### src/rtl/reg_dump_reader.sv
// Register-file snapshot walker: reads every register through a dedicated async port and
// streams (index, value) beats over valid/ready, stalling the core for the whole dump.
module reg_dump_reader #(
  parameter int unsigned NUM_REGS = 32,
  parameter int unsigned ADDR_W   = 5,
  parameter int unsigned DATA_W   = 32
) (
  input  logic              clk_i,
  input  logic              rst_ni,
  input  logic              start_i,
  input  logic              skip_zero_i,
  output logic [ADDR_W-1:0] dump_reg_o,
  input  logic [DATA_W-1:0] dump_data_i,
  output logic              cpu_stall_o,
  output logic              out_valid_o,
  input  logic              out_ready_i,
  output logic [ADDR_W-1:0] out_index_o,
  output logic [DATA_W-1:0] out_data_o,
  output logic              out_last_o,
  output logic              busy_o,
  output logic              done_o,
  output logic [ADDR_W:0]   emit_count_o
);

  localparam logic [ADDR_W-1:0] LastIdx = ADDR_W'(NUM_REGS - 1);

  typedef enum logic [1:0] {StIdle, StFetch, StSend, StFin} state_e;

  state_e              state_q, state_d;
  logic [ADDR_W-1:0]   idx_q, idx_d;
  logic                valid_q, valid_d;
  logic [ADDR_W-1:0]   index_q, index_d;
  logic [DATA_W-1:0]   data_q, data_d;
  logic                last_q, last_d;
  logic [ADDR_W:0]     emit_q, emit_d;
  logic                skip_q, skip_d;

  always_ff @(posedge clk_i or negedge rst_ni) begin
    if (!rst_ni) begin
      state_q <= StIdle;
      idx_q   <= '0;
      valid_q <= 1'b0;
      index_q <= '0;
      data_q  <= '0;
      last_q  <= 1'b0;
      emit_q  <= '0;
      skip_q  <= 1'b0;
    end else begin
      state_q <= state_d;
      idx_q   <= idx_d;
      valid_q <= valid_d;
      index_q <= index_d;
      data_q  <= data_d;
      last_q  <= last_d;
      emit_q  <= emit_d;
      skip_q  <= skip_d;
    end
  end

  always_comb begin
    state_d = state_q;
    idx_d   = idx_q;
    valid_d = valid_q;
    index_d = index_q;
    data_d  = data_q;
    last_d  = last_q;
    emit_d  = emit_q;
    skip_d  = skip_q;
    unique case (state_q)
      StIdle: begin
        if (start_i) begin
          state_d = StFetch;
          idx_d   = '0;
          emit_d  = '0;
          skip_d  = skip_zero_i;
        end
      end
      StFetch: begin
        data_d  = dump_data_i;
        index_d = idx_q;
        // The final register is always emitted so the stream always carries a last beat.
        if (skip_q && (dump_data_i == '0) && (idx_q != LastIdx)) begin
          idx_d = idx_q + 1'b1;
        end else begin
          state_d = StSend;
          valid_d = 1'b1;
          last_d  = (idx_q == LastIdx);
        end
      end
      StSend: begin
        if (valid_q && out_ready_i) begin
          valid_d = 1'b0;
          emit_d  = emit_q + 1'b1;
          if (last_q) begin
            state_d = StFin;
          end else begin
            idx_d   = idx_q + 1'b1;
            state_d = StFetch;
          end
        end
      end
      StFin: begin
        state_d = StIdle;
      end
      default: begin
        state_d = StIdle;
      end
    endcase
  end

  assign dump_reg_o   = idx_q;
  assign cpu_stall_o  = (state_q != StIdle);
  assign busy_o       = (state_q != StIdle);
  assign done_o       = (state_q == StFin);
  assign out_valid_o  = valid_q;
  assign out_index_o  = index_q;
  assign out_data_o   = data_q;
  assign out_last_o   = last_q;
  assign emit_count_o = emit_q;

endmodule

### config.mk
export PLATFORM = sky130hd
export DESIGN_NAME = reg_dump_reader
export DESIGN_NICKNAME = d
export VERILOG_FILES = /design/src/rtl/reg_dump_reader.sv
export SDC_FILE = /design/constraint.sdc
export NUM_CORES = 1
export LEC_CHECK = 0
export BUFFER_PORTS_ARGS = -buffer_cell sky130_fd_sc_hd__buf_2
export CORE_AREA = 2 2 79 96
export DETAILED_ROUTE_END_ITERATION = 7
export DIE_AREA = 0 0 81 98
export GPL_ROUTABILITY_DRIVEN = 1
export SYNTH_ARGS = -nofsm -noshare
export SYNTH_HDL_FRONTEND = slang
export SYNTH_SLANG_ARGS = --single-unit
### constraint.sdc
create_clock -name clk_i -period 2.1 [get_ports clk_i]
set_input_delay 0 -clock clk_i [delete_from_list [all_inputs] [get_ports clk_i]]
set_output_delay 0 -clock clk_i [all_outputs]
set_load 0.1 [all_outputs]
==> run summary <==
status -> finished with violations
failing checks -> negative setup slack
initial cell density of the core -> 33.8%
CP Class -> register to register
Worst path depth -> 9
Storage cell area -> 1340 µm²
most frequent CP cell -> ha_4
crit path max-delay cell type -> dfrtp_4
endpoints failing hold -> 0
Slew @ Worst Pin -> 778 ps
area occupied by multi-input gates -> 1080 µm²
Worst Hold Class -> input pin to register
vias per cell -> 4.70
number of global-route vias before repair -> 2003
Inst Count DP -> 370
CTS H-tree lvls -> 2
part of the cycle the worst path needs -> 103%
CTS Root Cell -> clkbuf_8
Max Clk Rate -> 462 MHz
IO Pins -> 90
post-route ant nets -> 0
Final Util -> 50.6%
leading area contributor after synthesis -> dfrtp_1
die height -> 98 µm
core box area -> 7060 µm²
crit path from -> dump_reg_o[1]
Setup crit end -> dump_reg_o[0]
Worst Path Buf+Inv -> 1
worst slack, placed -> -117 ps
post-route setup slack -> -65.3 ps
# DRC -> 0
Non-Filler Instances -> 414
initial antenna violation count -> 0
Critical Path AT -> 2370 ps
via count -> 1945
worst-path cell chain -> ha_4 -> and3_4 -> ha_4 -> nor4_4 -> nand4_1 -> buf_4 -> o31ai_4 -> nand2_4 -> mux2_4
Clock Latency Late Sink -> 300 ps
Filler Cells Inserted -> 674
Final #Nets -> 368
routability congestion estimate -> 0.709
# port buffers -> 89
die footprint -> 7940 µm²
Top delay family on crit path -> flip-flops
Detailed Route WL -> 5790 µm
YS warnings -> 0
clk_skew -> 4.18 ps
critical path peak fanout -> 4
crit start category -> register
CTS tree -> yes
post-synth top area share -> 55.6%
Worst Hold Depth -> 4
Reg2Reg Depth -> 9
# diodes -> 0
Seq/Total Area, Yosys -> 55.6%
Syn Area/Cell -> 13.2 µm²
synth top area cells -> dfrtp_1 56%, mux2_2 18%, ha_1 4.2%
share of cells above drive strength 1 -> 54.3%
#FFs+latches synth -> 53
worst r2r src -> dump_reg_o[1]
Final min period -> 2170 ps
Global Route Usage Sum -> 15.2%
Post-DP HPWL -> 4230 µm
num rows -> 34
# clock sinks -> 53
post-synthesis cell area -> 2390 µm²
largest net degree at the start of global routing -> 35
drt pass-1 iters -> 3
Max Cap Viol -> 0
clk slew on worst S/H paths -> 90 ps
Mapped Cells -> 181
count of final setup violators -> 8
Worst Setup End Kind -> register
fin. max-slew vios -> 0
synthesized net count -> 226
grt ovf -> 0
first-pass GRT wire length -> 9470 µm
RSZ-0062 raised after global routing -> true
Max Root-Sink Buffers -> 2
wire per inst -> 14.0 µm
hold slack -> 26.3 ps
Cell variety after synth -> 33
drt first-iter violations -> 67
Slew Limit Headroom -> 48.2%
Worst Path Required -> 2300 ps
slowest stage delay, CP -> 500 ps
area grow syn2layout -> 49.7%
CTS buffer count -> 5
FF-to-FF setup slack -> -70 ps
RR Endpoint -> dump_reg_o[0]
die extent in x -> 81 µm
==> flip-flops by register name, indices dropped and copies added (netlist names) <==
name and count:
skip_q 1, out_data_o 32, out_index_o 5, out_valid_o 1
state_q 2, emit_count_o 6, dump_reg_o 5, out_last_o 1
==> synthesized netlist by cell type (all sizes together) <==
cell	count
a211o	2
a21boi	1
a21oi	1
a2bb2oi	1
and2b	1
and3	5
buf	5
dfrtp	53
ha	8
inv	7
mux2	40
mux2i	3
nand2	13
nand2b	2
nand3	3
nand3b	1
nand4	3
nor2	10
nor2b	1
nor3	1
nor3b	1
nor4	9
nor4b	2
o21ai	3
o31ai	1
xor2	4
==> area by class of cell <==
cell class                      count  area share, %
Clock buffer                        7           2.70
Clock inverter                      1          0.140
Inverter                            7          0.736
Multi-Input combinational cell    116           30.3
Sequential cell                    53           37.4
Tap cell                           90           3.15
Timing Repair Buffer              140           25.6
==> how the worst min path moves through the flow <==
stage,startpoint,endpoint,slack (ps)
after floorplan,rst_ni,dump_reg_o[2],-300
after global placement,rst_ni,out_index_o[1],140
after detailed placement,rst_ni,out_index_o[1],140
after CTS,out_ready_i,out_valid_o,10
after global routing,out_ready_i,out_valid_o,20
final,out_ready_i,out_valid_o,30
==> cell families after synthesis <==
group,count (synthesis),share of synthesized area [%]
AND/OR/NAND/NOR,52,13.0
buffers and inverters,12,2.20
multiplexers,43,20.3
AO/OA/AOI/OAI,9,3.30
XOR/XNOR,4,1.47
adder cells (fa/ha/maj),8,4.20
flip-flops,53,55.6
==> metal layers <==
metal	wire, µm	global-route usage, %	up-vias
met5	0	0	-
li1	-	-	924
met1	2320	18.6	961
met3	263	2.96	9
met2	3110	26.7	51
met4	101	4.30	0
==> metrics by stage <==
stage | setup TNS [ps] | instance area (µm²)
after floorplan | -924 | 2430
after global placement | -31.9 | 3070
final | -278 | 3570
after detailed placement | -571 | 3070
after global routing | -1670 | 3570
after CTS | -410 | 3530
==> cell usage in the layout, fill, tap and decap left out, types with 3 or more instances in the layout <==
master / instances
ha_1: 5
mux2i_1: 3
nand3_1: 3
dfrtp_1: 49
clkbuf_8: 7
xor2_1: 4
buf_2: 89
nand4_1: 3
mux2_2: 39
nor4_1: 5
inv_1: 7
nor2_1: 10
dlygate4sd3_1: 34
buf_4: 17
nand2_1: 12
==> tightest hold or removal path, stage by stage <==
cell and delay [ps]:
buf_2 120, nand2_1 60, o21ai_1 60, o21ai_1 60
==> timing repair <==
item                       CTS  global route
setup endpoints to repair    9             9
pin swaps                    0             3
resized for setup            2             5
hold buffers                34             0
hold endpoints to repair    65             0
buffers inserted             1             1
Power is left out: the tool's default activity adds up to more than one toggle a clock period on the data nets, which glitch-free logic cannot reach.
